<file path="src/rtl/seven_seg_pkg.sv">
// rtl/seven_seg_pkg.sv - segment codes and sizing helper for seven_seg_scan
package seven_seg_pkg;

  // Active-low segment codes, bit0=a .. bit6=g, bit7=dp (off)
  localparam logic [7:0] SEG_0   = 8'hC0;
  localparam logic [7:0] SEG_1   = 8'hF9;
  localparam logic [7:0] SEG_2   = 8'hA4;
  localparam logic [7:0] SEG_3   = 8'hB0;
  localparam logic [7:0] SEG_4   = 8'h99;
  localparam logic [7:0] SEG_5   = 8'h92;
  localparam logic [7:0] SEG_6   = 8'h82;
  localparam logic [7:0] SEG_7   = 8'hF8;
  localparam logic [7:0] SEG_8   = 8'h80;
  localparam logic [7:0] SEG_9   = 8'h90;
  localparam logic [7:0] SEG_A   = 8'h88;
  localparam logic [7:0] SEG_B   = 8'h83;
  localparam logic [7:0] SEG_C   = 8'hC6;
  localparam logic [7:0] SEG_D   = 8'hA1;
  localparam logic [7:0] SEG_E   = 8'h86;
  localparam logic [7:0] SEG_F   = 8'h8E;
  localparam logic [7:0] SEG_OFF = 8'hFF;

  localparam int SEG_DP_BIT = 7;

  function automatic int clog2_min1(input int v);
    int r;
    r = 0;
    while ((1 << r) < v) r++;
    return (r < 1) ? 1 : r;
  endfunction

endpackage

</file>
<file path="src/rtl/hex_to_seg7.sv">
// rtl/hex_to_seg7.sv - combinational hex nibble to active-low 7-segment decoder
module hex_to_seg7
  import seven_seg_pkg::*;
(
  input  logic [3:0] hex,
  output logic [6:0] seg
);

  always_comb begin
    seg = SEG_OFF[6:0];
    case (hex)
      4'h0: seg = SEG_0[6:0];
      4'h1: seg = SEG_1[6:0];
      4'h2: seg = SEG_2[6:0];
      4'h3: seg = SEG_3[6:0];
      4'h4: seg = SEG_4[6:0];
      4'h5: seg = SEG_5[6:0];
      4'h6: seg = SEG_6[6:0];
      4'h7: seg = SEG_7[6:0];
      4'h8: seg = SEG_8[6:0];
      4'h9: seg = SEG_9[6:0];
      4'hA: seg = SEG_A[6:0];
      4'hB: seg = SEG_B[6:0];
      4'hC: seg = SEG_C[6:0];
      4'hD: seg = SEG_D[6:0];
      4'hE: seg = SEG_E[6:0];
      4'hF: seg = SEG_F[6:0];
      default: seg = SEG_OFF[6:0];
    endcase
  end

endmodule

</file>
<file path="src/rtl/seven_seg_scan.sv">
// rtl/seven_seg_scan.sv - multiplexed N-digit common-anode seven-segment scanner
// Optional leading-zero suppression when LEADING_ZERO_BLANK_EN is defined.
module seven_seg_scan
  import seven_seg_pkg::*;
#(
  parameter int NUM_DIGITS = 4,
  parameter int SCAN_DIV   = 50000,
  parameter int GUARD_CYC  = 500
) (
  input  logic                    clk,
  input  logic                    rst_n,
  input  logic                    en,
  input  logic [4*NUM_DIGITS-1:0] value,
  input  logic [NUM_DIGITS-1:0]   dp_in,
  input  logic [NUM_DIGITS-1:0]   blank_in,
  output logic [7:0]              seg,
  output logic [NUM_DIGITS-1:0]   an
);

  localparam int CW = clog2_min1(SCAN_DIV);
  localparam int IW = clog2_min1(NUM_DIGITS);

  logic [CW-1:0]           cnt;
  logic [IW-1:0]           idx;
  logic [4*NUM_DIGITS-1:0] sh_value;
  logic [NUM_DIGITS-1:0]   sh_dp;
  logic [NUM_DIGITS-1:0]   sh_blank;
  logic [NUM_DIGITS-1:0]   lz_blank;
  logic                    tick;
  logic                    last_digit;
  logic                    in_guard;
  logic [3:0]              digit;
  logic                    cur_dp;
  logic                    cur_blank;
  logic [6:0]              seg7;
  logic [7:0]              seg_lit;

  assign tick       = (cnt == CW'(SCAN_DIV - 1));
  assign last_digit = (idx == IW'(NUM_DIGITS - 1));
  assign in_guard   = (int'(cnt) < GUARD_CYC);

`ifdef LEADING_ZERO_BLANK_EN
  // Digit k goes dark when it and every nibble above it are zero; digit 0 always shows
  logic zero_above;
  always_comb begin
    zero_above = 1'b1;
    lz_blank   = '0;
    for (int k = NUM_DIGITS - 1; k >= 1; k--) begin
      zero_above  = zero_above & (sh_value[4*k +: 4] == 4'h0);
      lz_blank[k] = zero_above & ~sh_dp[k];
    end
  end
`else
  assign lz_blank = '0;
`endif

  always_comb begin
    digit     = 4'h0;
    cur_dp    = 1'b0;
    cur_blank = 1'b0;
    for (int k = 0; k < NUM_DIGITS; k++) begin
      if (idx == IW'(k)) begin
        digit     = sh_value[4*k +: 4];
        cur_dp    = sh_dp[k];
        cur_blank = sh_blank[k] | lz_blank[k];
      end
    end
  end

  hex_to_seg7 u_dec (
    .hex (digit),
    .seg (seg7)
  );

  always_comb begin
    seg_lit             = SEG_OFF;
    seg_lit[6:0]        = seg7;
    seg_lit[SEG_DP_BIT] = ~cur_dp;
  end

  always_ff @(posedge clk or negedge rst_n) begin
    if (!rst_n) begin
      cnt      <= '0;
      idx      <= '0;
      sh_value <= '0;
      sh_dp    <= '0;
      sh_blank <= '0;
      seg      <= SEG_OFF;
      an       <= '1;
    end else if (!en) begin
      // While idle the shadow tracks the inputs so enabling starts from fresh data
      cnt      <= '0;
      idx      <= '0;
      sh_value <= value;
      sh_dp    <= dp_in;
      sh_blank <= blank_in;
      seg      <= SEG_OFF;
      an       <= '1;
    end else begin
      if (tick) begin
        cnt <= '0;
        idx <= last_digit ? '0 : idx + 1'b1;
        if (last_digit) begin
          sh_value <= value;
          sh_dp    <= dp_in;
          sh_blank <= blank_in;
        end
      end else begin
        cnt <= cnt + 1'b1;
      end
      if (in_guard || cur_blank) begin
        seg <= SEG_OFF;
        an  <= '1;
      end else begin
        seg <= seg_lit;
        an  <= ~(NUM_DIGITS'(1) << idx);
      end
    end
  end

endmodule

</file>
<file path="config.mk">
export PLATFORM = sky130hd
export DESIGN_NAME = seven_seg_scan
export DESIGN_NICKNAME = d
export VERILOG_FILES = /design/src/rtl/seven_seg_pkg.sv /design/src/rtl/hex_to_seg7.sv /design/src/rtl/seven_seg_scan.sv
export SDC_FILE = /design/constraint.sdc
export NUM_CORES = 1
export LEC_CHECK = 0
export CAP_MARGIN = 10
export CORE_ASPECT_RATIO = 0.5
export CORE_MARGIN = 10
export CORE_UTILIZATION = 30
export CTS_BUF_LIST = sky130_fd_sc_hd__clkbuf_4 sky130_fd_sc_hd__clkbuf_8
export CTS_CLUSTER_DIAMETER = 150
export DETAILED_ROUTE_END_ITERATION = 10
export RECOVER_POWER = 50
export SLEW_MARGIN = 20
export SYNTH_ARGS = -nofsm -noshare
export SYNTH_HDL_FRONTEND = slang
export SYNTH_HIERARCHICAL = 1
export SYNTH_SLANG_ARGS = --single-unit
</file>
<file path="constraint.sdc">
create_clock -name clk -period 2.8 [get_ports clk]
set_clock_uncertainty 0.05 [all_clocks]
set_input_delay 0.56 -clock clk [delete_from_list [all_inputs] [get_ports clk]]
set_output_delay 0.56 -clock clk [all_outputs]
set_load 0.005 [all_outputs]
</file>
## Word-level counts from Yosys, hierarchy flattened

Memories as Yosys holds them, arrays and structs flattened.
Cells that the tools add are included.

- Output and inout port bits: 12
- Bits in writable memories: 0
- Bits in read-only memories: 112
- Memories: 1
- Word-level logic and storage cells: 53
- Register bits after elaboration: 54
- Input bits: 27
- Bits in latches: 0

Memory list:

| memory | words | bits a word | rd ports | clocked after memory_dff | write ports | RTL line | RTL |
|---|---|---|---|---|---|---|---|
| (name not given) | 16 | 7 | 1 | 0 | 0 | hex_to_seg7.sv:11 | `case (hex)` |

- Multiplexer cells: 30
- Equality and inequality tests: 6
- Divide/modulo/power cells: 0
- Reductions and logical operators: 3
- Bitwise gates (word level): 2
- Magnitude comparators: 1
- Add/sub/neg operators: 2
- Multipliers: 0
- Shift-type cells: 1

Operators by type and width:

| operator | number |
|---|---|
| 16-bit 2-to-1 mux | 5 |
| 4-bit 2-to-1 mux | 12 |
| 16-bit by 1-bit adder with 16-bit output (second input constant) | 1 |
| 16-bit == test (second input constant) | 1 |
| 16-bit by 9-bit < comparator with 1-bit output (second input constant) | 1 |
| 8-bit 2-to-1 mux | 2 |
| 1-bit 2-to-1 mux | 8 |
| 2-bit 2-to-1 mux | 3 |
| 2-bit == test (second input constant) | 2 |
| 2-bit by 1-bit != test with 1-bit output (second input constant) | 2 |
| 4-bit NOT | 1 |
| 1-bit by 2-bit << shifter with 4-bit output (first input constant) | 1 |
| 2-bit by 1-bit adder with 2-bit output (second input constant) | 1 |
| 2-bit by 1-bit == test with 1-bit output (second input constant) | 1 |
| 2-bit logical NOT | 1 |
| 2-bit AND reduction | 1 |
| 1-bit logical OR | 1 |
| 1-bit NOT | 1 |

## Longest topological paths before layout

Gate-level depths: netlist of run 1.

- Word-level depth: 8
- Depth in mapped cells: 12

## Cells and area by module

The synthesis of run 1 kept the hierarchy.

Modules (own cells, without submodules):

| module | instances | area each (um2) | cells each | seq. area each (um2) |
|---|---|---|---|---|
| seven_seg_scan | 1 | 2461.1 | 206 | 1366.3 |
| hex_to_seg7 | 1 | 275.3 | 32 | 0.0 |

## Worst setup path before layout of run 1

OpenSTA, ideal clock, no wires.

- Path type: reg-to-reg
- From: register idx[0]
- To: register seg[3]
- Stages on the path, launching flop included: 11
- Period minus slack after synthesis: 2935 ps
- Slack: -135 ps
- Data arrival time: 2798 ps
- Library setup time: 87 ps
- Path buffers: 1
- Required time: 2663 ps
- Path through: dfrtp_1 ha_1 clkbuf_1 nor2b_1 a221oi_1 o31ai_1 inv_1 ha_1 inv_1 mux4_1 nand2b_1

- Word-level cells in the longest chain between the ends: 8
- Elaborated cells on any way between the ends: 16
- Those cells by class: eq/ne (3); mux (10); reduce/logical (2); memory (1)

RTL lines:

| element | RTL line | RTL |
|---|---|---|
| from (decl) | seven_seg_scan.sv:24 | `logic [IW-1:0] idx;` |
| from (signal assigned) | seven_seg_scan.sv:102 | `idx <= last_digit ? '0 : idx + 1'b1;` |
| 2-bit logical NOT | seven_seg_scan.sv:62 | `if (idx == IW'(k)) begin` |
| 4-bit 2-to-1 mux (3 in series) | seven_seg_scan.sv:62 |  |
| 4-bit 2-to-1 mux (*) | seven_seg_scan.sv:62 |  |
| via digit[0] | seven_seg_scan.sv:32 | `logic [3:0] digit;` |
| memory read 16 x 7 bit (*) | -- |  |
| via seg7[3] | seven_seg_scan.sv:35 | `logic [6:0] seg7;` |
| 8-bit 2-to-1 mux (*) | seven_seg_scan.sv:111 | `if (in_guard \|\| cur_blank) begin` |
| 8-bit 2-to-1 mux (*) | seven_seg_scan.sv:90 | `end else if (!en) begin` |
| to (signal assigned) | seven_seg_scan.sv:115 | `seg <= seg_lit;` |
| to (decl) | seven_seg_scan.sv:16 | `output logic [7:0] seg,` |

Mark *: on every way through the listed nets, which the timed path passes. The rest lies on a longest branch.
A chain may end at the register's enable or synchronous reset.

## Worst setup path in the final report of run 1

- From: register idx[0]
- To: register seg[0]

Same word-level chain as after synthesis.

==> results of run 1 <==
[metrics by stage]
stage / hold WS (ns) / util (%)
after floorplan: 0.214 / -
after global placement: 0.416 / 37.3
after detailed placement: 0.429 / 37.3
after CTS: 0.411 / 38.6
after global routing: 0.469 / 38.5
final: 0.412 / 38.5
[power groups by stage]
stage | logic [mW] | clock network [mW] | registers (mW)
finish | 0.198 | 0.499 | 0.841
global route | 0.221 | 0.551 | 0.847
floorplan | 0.123 | 0 | 0.847
global placement | 0.195 | 0 | 0.857
CTS | 0.203 | 0.517 | 0.842
detailed placement | 0.203 | 0 | 0.857
[worst max-delay path, stage by stage (launching register included)]
cell,delay (ns)
dfrtp_1,0.43
inv_1,0.10
ha_1,0.44
a221oi_1,0.13
o31ai_2,0.24
buf_4,0.19
ha_1,0.20
and2b_2,0.23
or3b_1,0.36
o21ai_0,0.07
nand2b_1,0.11
[sequential cells by signal (all words and copies together) (netlist names)]
name	flops
sh_value	16
idx	2
sh_dp	4
an	4
cnt	16
sh_blank	4
seg	8
[how the worst max path moves through the flow]
stage | start | end | slack, ns | cells after the start
after floorplan | idx[0] | seg[3] | 0.006 | 10
after global placement | idx[0] | seg[3] | 0.30 | 10
after detailed placement | idx[0] | seg[0] | 0.21 | 10
after CTS | idx[0] | seg[0] | 0.20 | 10
after global routing | idx[0] | seg[0] | 0.005 | 10
final | idx[0] | seg[0] | 0.19 | 10
[logic make-up after synthesis]
kind of cell,Yosys count,share of synthesized area [%]
and+or+nand+nor,83,16.4
DFF,54,49.9
muxes,31,13.0
AOI/OAI and AO/OA,24,7.04
buffers and inverters,20,3.66
xor gates and xnor gates,14,4.48
adders and majority gates,12,5.49
[cell usage after synthesis, types with 2 or more instances]
cell,n
a221oi_1,4
nand2b_1,8
o21ai_0,3
a21oi_1,4
nor2b_1,7
mux2i_1,6
o31ai_1,4
ha_1,12
nand3_1,4
dfstp_2,12
nor4b_1,2
mux2_1,20
buf_6,3
mux2_2,4
a22o_1,2
nor3_1,2
nand4_1,6
dfrtp_1,42
and4_1,2
buf_2,2
inv_1,10
nor2_1,23
xnor2_1,9
a211oi_1,2
nand2_1,18
xor2_1,5
clkbuf_1,5
[repair_timing]
| item | in CTS | in global routing |
|---|---|---|
| buffers inserted | 0 | 0 |
| endpoints found under the setup margin | 0 | 1 |
| gates resized for setup | 0 | 1 |
[cell type report]
cell class | instances | area (um2)
clock buffer | 8 | 110
fill | 860 | 5410
inverter | 10 | 37.5
multi-input combinational | 164 | 1280
sequential | 54 | 1370
tap | 117 | 146
timing repair buffer | 49 | 450
[cell usage in the layout, fill, tap and decap left out, types with 9 or more instances in the layout]
| cell type | Yosys | layout |
|---|---|---|
| nor2_1 | 23 | 23 |
| inv_1 | 10 | 10 |
| dfstp_2 | 12 | 12 |
| clkdlybuf4s50_1 | 0 | 33 |
| dfrtp_1 | 42 | 42 |
| mux2_1 | 20 | 20 |
| nand2_1 | 18 | 18 |
| ha_1 | 12 | 12 |
| buf_4 | 0 | 9 |
| xnor2_1 | 9 | 9 |
[metal layers]
| metal | vias to the layer above | wire (um) | track usage (%) |
|---|---|---|---|
| met5 | - | 0 | 0 |
| met4 | 0 | 73 | 3.32 |
| met3 | 5 | 182 | 2.25 |
| met2 | 17 | 2890 | 15.6 |
| met1 | 907 | 2630 | 9.76 |
| li1 | 919 | - | - |
==> flow_summary.ini, run 1 <==
[sta]
fmax_mhz = 383
finalCritPeriodShare_pct = 93.1
fin_setup_tns_ns = 0
min_period_ns = 2.61
slew-limit-headroom_pct = 22.9
finalMaxSlewViolations = 0
setup_violations = 0
fin_ws_ns = 0.192
rsz0062_at_grt = no
finalHoldViolCount = 0
worst_pin_slew_ns = 1.16

[power]
power.switching_uw = 360
ir_drop_uv = 203
pwr-share-seq_pct = 54.7
power_density_nw_per_um2 = 454
p_leak_nw = 1.37
total_power_mw = 1.54
pwr-share-comb_pct = 12.9
swShare_pct = 23.4
pwr-share-clk_pct = 32.4
p_int_mw = 1.18

[synth]
netlist_instances = 238
synth_top_area_share_pct = 38.4
synth.avg_cell_area_um2 = 11.5
ys_ff_latch = 54
synth_flop_cell = dfrtp_1
synth-async-reset-ratio_pct = 100
synth_area_um2 = 2740
synth_area_leader_cell = dfrtp_1
ys_warn_count = 6
synth_cell_types = 44
synthesis.nets = 277
yosysSeqAreaShare_pct = 49.9
ys_top_cells_by_area = dfrtp_1 38%, dfstp_2 12%, mux2_1 8.2%
synth_edf_count = 0

[finish]
diodes = 0
finalNetCount = 323
layout-drive-gt1-share_pct = 14.4
finalInstanceArea_um2 = 3390
stdcell_count = 402
synthToLayoutAreaGrowth_pct = 23.8

[floorplanning]
coreArea_um2 = 8800
num_io_pins = 39
start_util_pct = 31.1
rows = 24
die_x_um = 155
die_h_um = 87.5
die_area_um2 = 13600

[placement]
io_buffers = 38
dp_cells = 394
pre_cts_slack_ns = 0.210
finalWeightedCongestion = 0.781
dp_hpwl_um = 4360
placed_area_um2 = 3280

[grt]
grt_max_degree = 47
overflow = 0
antenna_found_initial = 0
grt_pass1_wl_um = 9590
grt_pass1_vias = 1997
grt_use_total_pct = 8.65

[critical_path]
r2r-start = idx[0]
start_kind = flop
end_kind = flop
rrSetupSlack_ns = 0.19
worstRegToRegCells = 10
r2r-end = seg[0]
cp_data_required_time_ns = 3.00
crit_arrival_ns = 2.81
cp_max_fo = 13
critPathKind = flop to flop

[drt]
drt_iter0_drc = 64
viasPerCell = 4.60
dr.pass1.iters = 4
wl_um = 5770
wl_per_cell_um = 14.4
antenna_left = 0
via_count = 1848
route.detailed.drc = 0

[cts]
clk_pin_slew_ns = 0.09
clk-insertion-delay-late_ns = 0.30
h-tree-depth = 2
clock-sinks = 54
clockBufferDepth = 2
cts_tree = done
cts_hold_buf = 0
cts_buffers = 5
cts-root-buf = clkbuf_8

[status]
outcome = complete, no violations

[run]
maxCapViolCount = 0

[hold_path]
hold_class = input pin to asynchronous set/reset pin
Power figures use the tool's default switching activity.
==> inputs of run 2 (changes only) <==
SYNTH_HIERARCHICAL = default   (was 1)
==> flow_summary.ini, run 2 <==
[cts]
cts_resized = 0
cts-root-buf = clkbuf_8
cts_hold_buf = 0
cts_tree = done
clockBufferDepth = 2
clk_pin_slew_ns = 0.10
clock-sinks = 54
h-tree-depth = 2
cts_buffers = 5
clk-insertion-delay-late_ns = 0.31
postCtsSetupBuffers = 0

[synth]
synthesis.nets = 279
synth_area_um2 = 2800
synth.avg_cell_area_um2 = 11.7
yosysSeqAreaShare_pct = 48.8
ys_warn_count = 0
synth_edf_count = 0
ys_ff_latch = 54
netlist_instances = 240
synth-compound-area-share_pct = 7.74
ys_top_cells_by_area = dfrtp_1 38%, dfstp_2 11%, mux2_4 11%
synth_xor_area_share_pct = 4.38
synth_most_common_cell = dfrtp_1
synth_top_family_by_area = simple AND/OR/NAND/NOR gates
synth_flop_cell = dfrtp_1
synth_top_area_share_pct = 37.6
synth_commonest_cells = 42 x dfrtp_1, 20 x mux2_4, 20 x nand2_1
synth_mux_area_share_pct = 13.8
synth_area_leader_cell = dfrtp_1
synthAdderAreaFrac_pct = 5.37
synthSimpleGateAreaFrac_pct = 16.2
synth-async-reset-ratio_pct = 100
synth_cell_types = 46

[critical_path]
cp_data_required_time_ns = 2.94
rrSetupSlack_ns = 0.23
worstRegToRegCells = 5
r2r-start = cnt[12]
r2r-end = sh_blank[0]
critPathCapture = sh_blank[0]
crit_arrival_ns = 2.71
critPathKind = flop to flop
critPathLaunch = cnt[12]
end_kind = flop
cp_max_fo = 24
start_kind = flop

[drt]
antenna_left = 0
wl_um = 5880
via_count = 1881
viasPerCell = 4.68
wl_per_cell_um = 14.6
route.detailed.drc = 0
drt_iter0_drc = 152
dr.pass1.iters = 4

[grt]
overflow = 0
grtUsageMet3_pct = 2.32
antenna_found_initial = 0
use_met1_pct = 11.2
busiest_layer = met2
grt_pass1_wl_um = 10300
grt_max_degree = 55
use_met2_pct = 15.3
grt_pass1_vias = 2065
grt_use_total_pct = 9.06

[sta]
rsz0062_at_grt = no
worst_pin_slew_ns = 1.31
finalMaxSlewViolations = 0
fin_setup_tns_ns = 0
fmax_mhz = 390
finalHoldViolCount = 0
min_period_ns = 2.57
fin_ws_ns = 0.233
setup_violations = 0
whs_ns = 0.437
finalCritPeriodShare_pct = 91.7
slew-limit-headroom_pct = 12.8

[placement]
finalWeightedCongestion = 0.781
placed_area_um2 = 3310
io_buffers = 38
pre_cts_slack_ns = 0.284
dp_cells = 394
dp_hpwl_um = 4370

[floorplanning]
num_io_pins = 39
rows = 24
start_util_pct = 31.5
die_h_um = 88.3
coreArea_um2 = 8890
die_x_um = 157
die_area_um2 = 13800

[power]
p_leak_nw = 1.42
power_density_nw_per_um2 = 471
total_power_mw = 1.61
ir_drop_uv = 170

[finish]
finalInstanceArea_um2 = 3420
final_common_cell = dfrtp_1
diodes = 0
finalNetCount = 323
top_regs = cnt (16), sh_value (16), seg (8)
final_cell_mix = 42 x dfrtp_1, 35 x clkdlybuf4s50_1, 20 x nand2_1, 20 x mux2_4, 18 x nor2_1
synthToLayoutAreaGrowth_pct = 22.4
layout-drive-gt1-share_pct = 20.0
stdcell_count = 402
fin_util_pct = 38.5

[hold_path]
hold_class = flop to flop
holdCritStartpoint = cnt[0]

[status]
outcome = complete, no violations

[run]
maxCapViolCount = 0
[run 2: cell types whose count changed after synthesis, moves of 3 or more]
cell      delta
a221oi_1     -3
nand3_1      +5
mux2_4      +20
nand2b_1     -6
o211ai_1     +3
nor2_1       -5
mux2_1      -20
buf_6        -3
nand3b_1     +4
o31ai_1      -3
a21oi_1      +3
[run 2: cell type report]
class,count,area (um2)
clock inverter,1,30.0
fill,874,5470
tap,117,146
sequential,54,1370
multi-input combinational,168,1320
clock buffer,7,90.1
inverter,9,33.8
timing repair buffer,46,433
[run 2: kinds of logic after synthesis]
kind of cell | Yosys count
compound gates | 30
xor+xnor | 14
fa+ha+maj | 12
buf+inv | 18
flops | 54
mux | 28
simple gates | 84
[run 2: metal layers]
layer  part of all wire (%)  routed length [um]  vias to the layer above
li1                       -                   -                      929
met1                     46                2690                      920
met2                     49                2910                       26
met3                    3.6                 214                        6
met4                    1.2                  68                        0
met5                      0                   0                        -
[run 2: how the worst min path moves through the flow]
stage,to,cells after the start
5_1_grt,cnt[0],1
3_3_place_gp,cnt[0],1
3_5_place_dp,cnt[0],1
4_1_cts,sh_blank[1],2
6_report,cnt[0],1
2_1_floorplan,cnt[0],0
[run 2: worst max-delay path, stage by stage (launching register included)]
cell     delay [ns]
dfrtp_1        0.43
or4_1          0.61
nor4_4         0.46
nand2_2        0.12
nand2_4        0.38
mux2_2         0.39
[run 2: where the power goes]
group	internal (mW)	switching [mW]
Clock	0.302	0.251
Combinational	0.123	0.0945
Sequential	0.819	0.0249
==> inputs of run 3 (changes only) <==
CORE_UTILIZATION = 51   (was 30)
PLACE_DENSITY = 0.78   (was default)
==> flow_summary.ini, run 3 (synthesis gave the netlist of run 2 again) <==
[status]
outcome = finished, violations left
violations = max-capacitance violations, max-slew violations

[cts]
cts-root-buf = clkbuf_8
clock-sinks = 54
cts_hold_buf = 0
clk_pin_slew_ns = 0.09
cts_resized = 0
h-tree-depth = 2
postCtsSetupBuffers = 0
clk-insertion-delay-late_ns = 0.31
clockBufferDepth = 2
cts_tree = done
cts_buffers = 5

[critical_path]
critPathKind = flop to flop
cp_cell_sequence = or4_1 > nor4_4 > nand2_2 > nand2_4 > mux2_2
start_kind = flop
path_delay_family = simple AND/OR/NAND/NOR gates
rrSetupSlack_ns = 0.21
end_kind = flop
path_buf_inv = 0
max_stage_delay_ns = 0.61
crit_path_top_delay_cell = or4_1
crit_arrival_ns = 2.74
cp_data_required_time_ns = 2.95
cp_max_fo = 24

[power]
total_power_mw = 1.52
ir_drop_uv = 241
power_density_nw_per_um2 = 456
p_leak_nw = 1.40

[floorplanning]
num_io_pins = 39
die_h_um = 72.4
rows = 18
die_x_um = 125
die_area_um2 = 9030
coreArea_um2 = 5110
start_util_pct = 54.7

[drt]
wl_per_cell_um = 16.5
viasPerCell = 5.38
wl_um = 5870
antenna_left = 0
drt_iter0_drc = 115
route.detailed.drc = 0
dr.pass1.iters = 4
via_count = 1909

[finish]
final_common_cell = dfrtp_1
layout-drive-gt1-share_pct = 18.9
top_regs = cnt (16), sh_value (16), seg (8)
multi_input_area_um2 = 1320
diodes = 0
fin_util_pct = 65.2
finalNetCount = 323
nFillCells = 394
stdcell_count = 355
regArea_um2 = 1370
synthToLayoutAreaGrowth_pct = 19.1
final_cell_mix = 42 x dfrtp_1, 33 x clkdlybuf4s50_1, 20 x nand2_1, 20 x mux2_4, 18 x nor2_1

[sta]
fin_setup_tns_ns = 0
min_period_ns = 2.59
rsz0062_at_grt = no
finalHoldViolCount = 0
finalMaxSlewViolations = 32
slew-limit-headroom_pct = -7.55
whs_ns = 0.438
setup_violations = 0
fmax_mhz = 386
finalCritPeriodShare_pct = 92.5
worst_pin_slew_ns = 1.61

[grt]
antenna_found_initial = 0
grt_max_degree = 32
grt_pass1_wl_um = 9810
grt_pass1_vias = 1985
grt_use_total_pct = 13.0
overflow = 0

[placement]
dp_hpwl_um = 4400
finalWeightedCongestion = 0.820
io_buffers = 38
dp_cells = 347

[run]
maxCapViolCount = 1

[hold_path]
hold_class = flop to flop
run 3: changes by cell type in the layout (fill, tap and decap cells not counted):
cell and delta:
clkbuf_1 +3, clkdlybuf4s50_1 -2, dlygate4sd3_1 +2, buf_2 -1, buf_4 -1, bufinv_16 -1, clkbuf_2 -1, clkinv_2 +1
run 3: power by group:
| part | switching, mW | total (mW) | internal (mW) |
|---|---|---|---|
| Clock | 0.250 | 0.460 | 0.210 |
| Combinational | 0.0944 | 0.216 | 0.121 |
| Sequential | 0.0264 | 0.845 | 0.819 |
run 3: layout make-up:
| type | count | share of cell area, % |
|---|---|---|
| Timing Repair Buffer | 46 | 12.8 |
| Sequential cell | 54 | 41.0 |
| Clock buffer | 7 | 2.70 |
| Tap cell | 70 | 2.63 |
| Multi-Input combinational cell | 168 | 39.7 |
| Clock inverter | 1 | 0.150 |
| Inverter | 9 | 1.01 |
run 3: routing by layer:
layer,part of all wire (%),vias to the layer above,wire length (um),global-route usage [%]
met5,0,-,0,0
met4,1.6,0,93,5.01
met3,3.0,8,174,2.47
met2,47,33,2730,21.6
met1,49,942,2870,16.6
li1,-,926,-,-
run 3: worst register-to-register path, stage by stage, from the launching register on:
cell     delay, ns
dfrtp_1       0.43
or4_1         0.61
nor4_4        0.48
nand2_2       0.13
nand2_4       0.37
mux2_2        0.40
run 3: per-stage QoR:
stage / instance area, um2 / setup slack, ns
global placement: 3250 / 0.383
finish: 3330 / 0.211
floorplan: 2800 / 0.329
global route: 3330 / 0.0967
detailed placement: 3250 / 0.292
CTS: 3350 / 0.254
run 3: path summary, 6_finish.rpt:
kind	startpoint	cells after the start	to
hold reg to reg	cnt[0]	1	cnt[0]
hold / removal	cnt[0]	1	cnt[0]
max in group asynchronous	rst_n	2	sh_value[5]
min in group asynchronous	rst_n	1	sh_dp[2]
setup / recovery	cnt[12]	5	sh_blank[0]
setup reg to reg	cnt[12]	5	sh_blank[0]
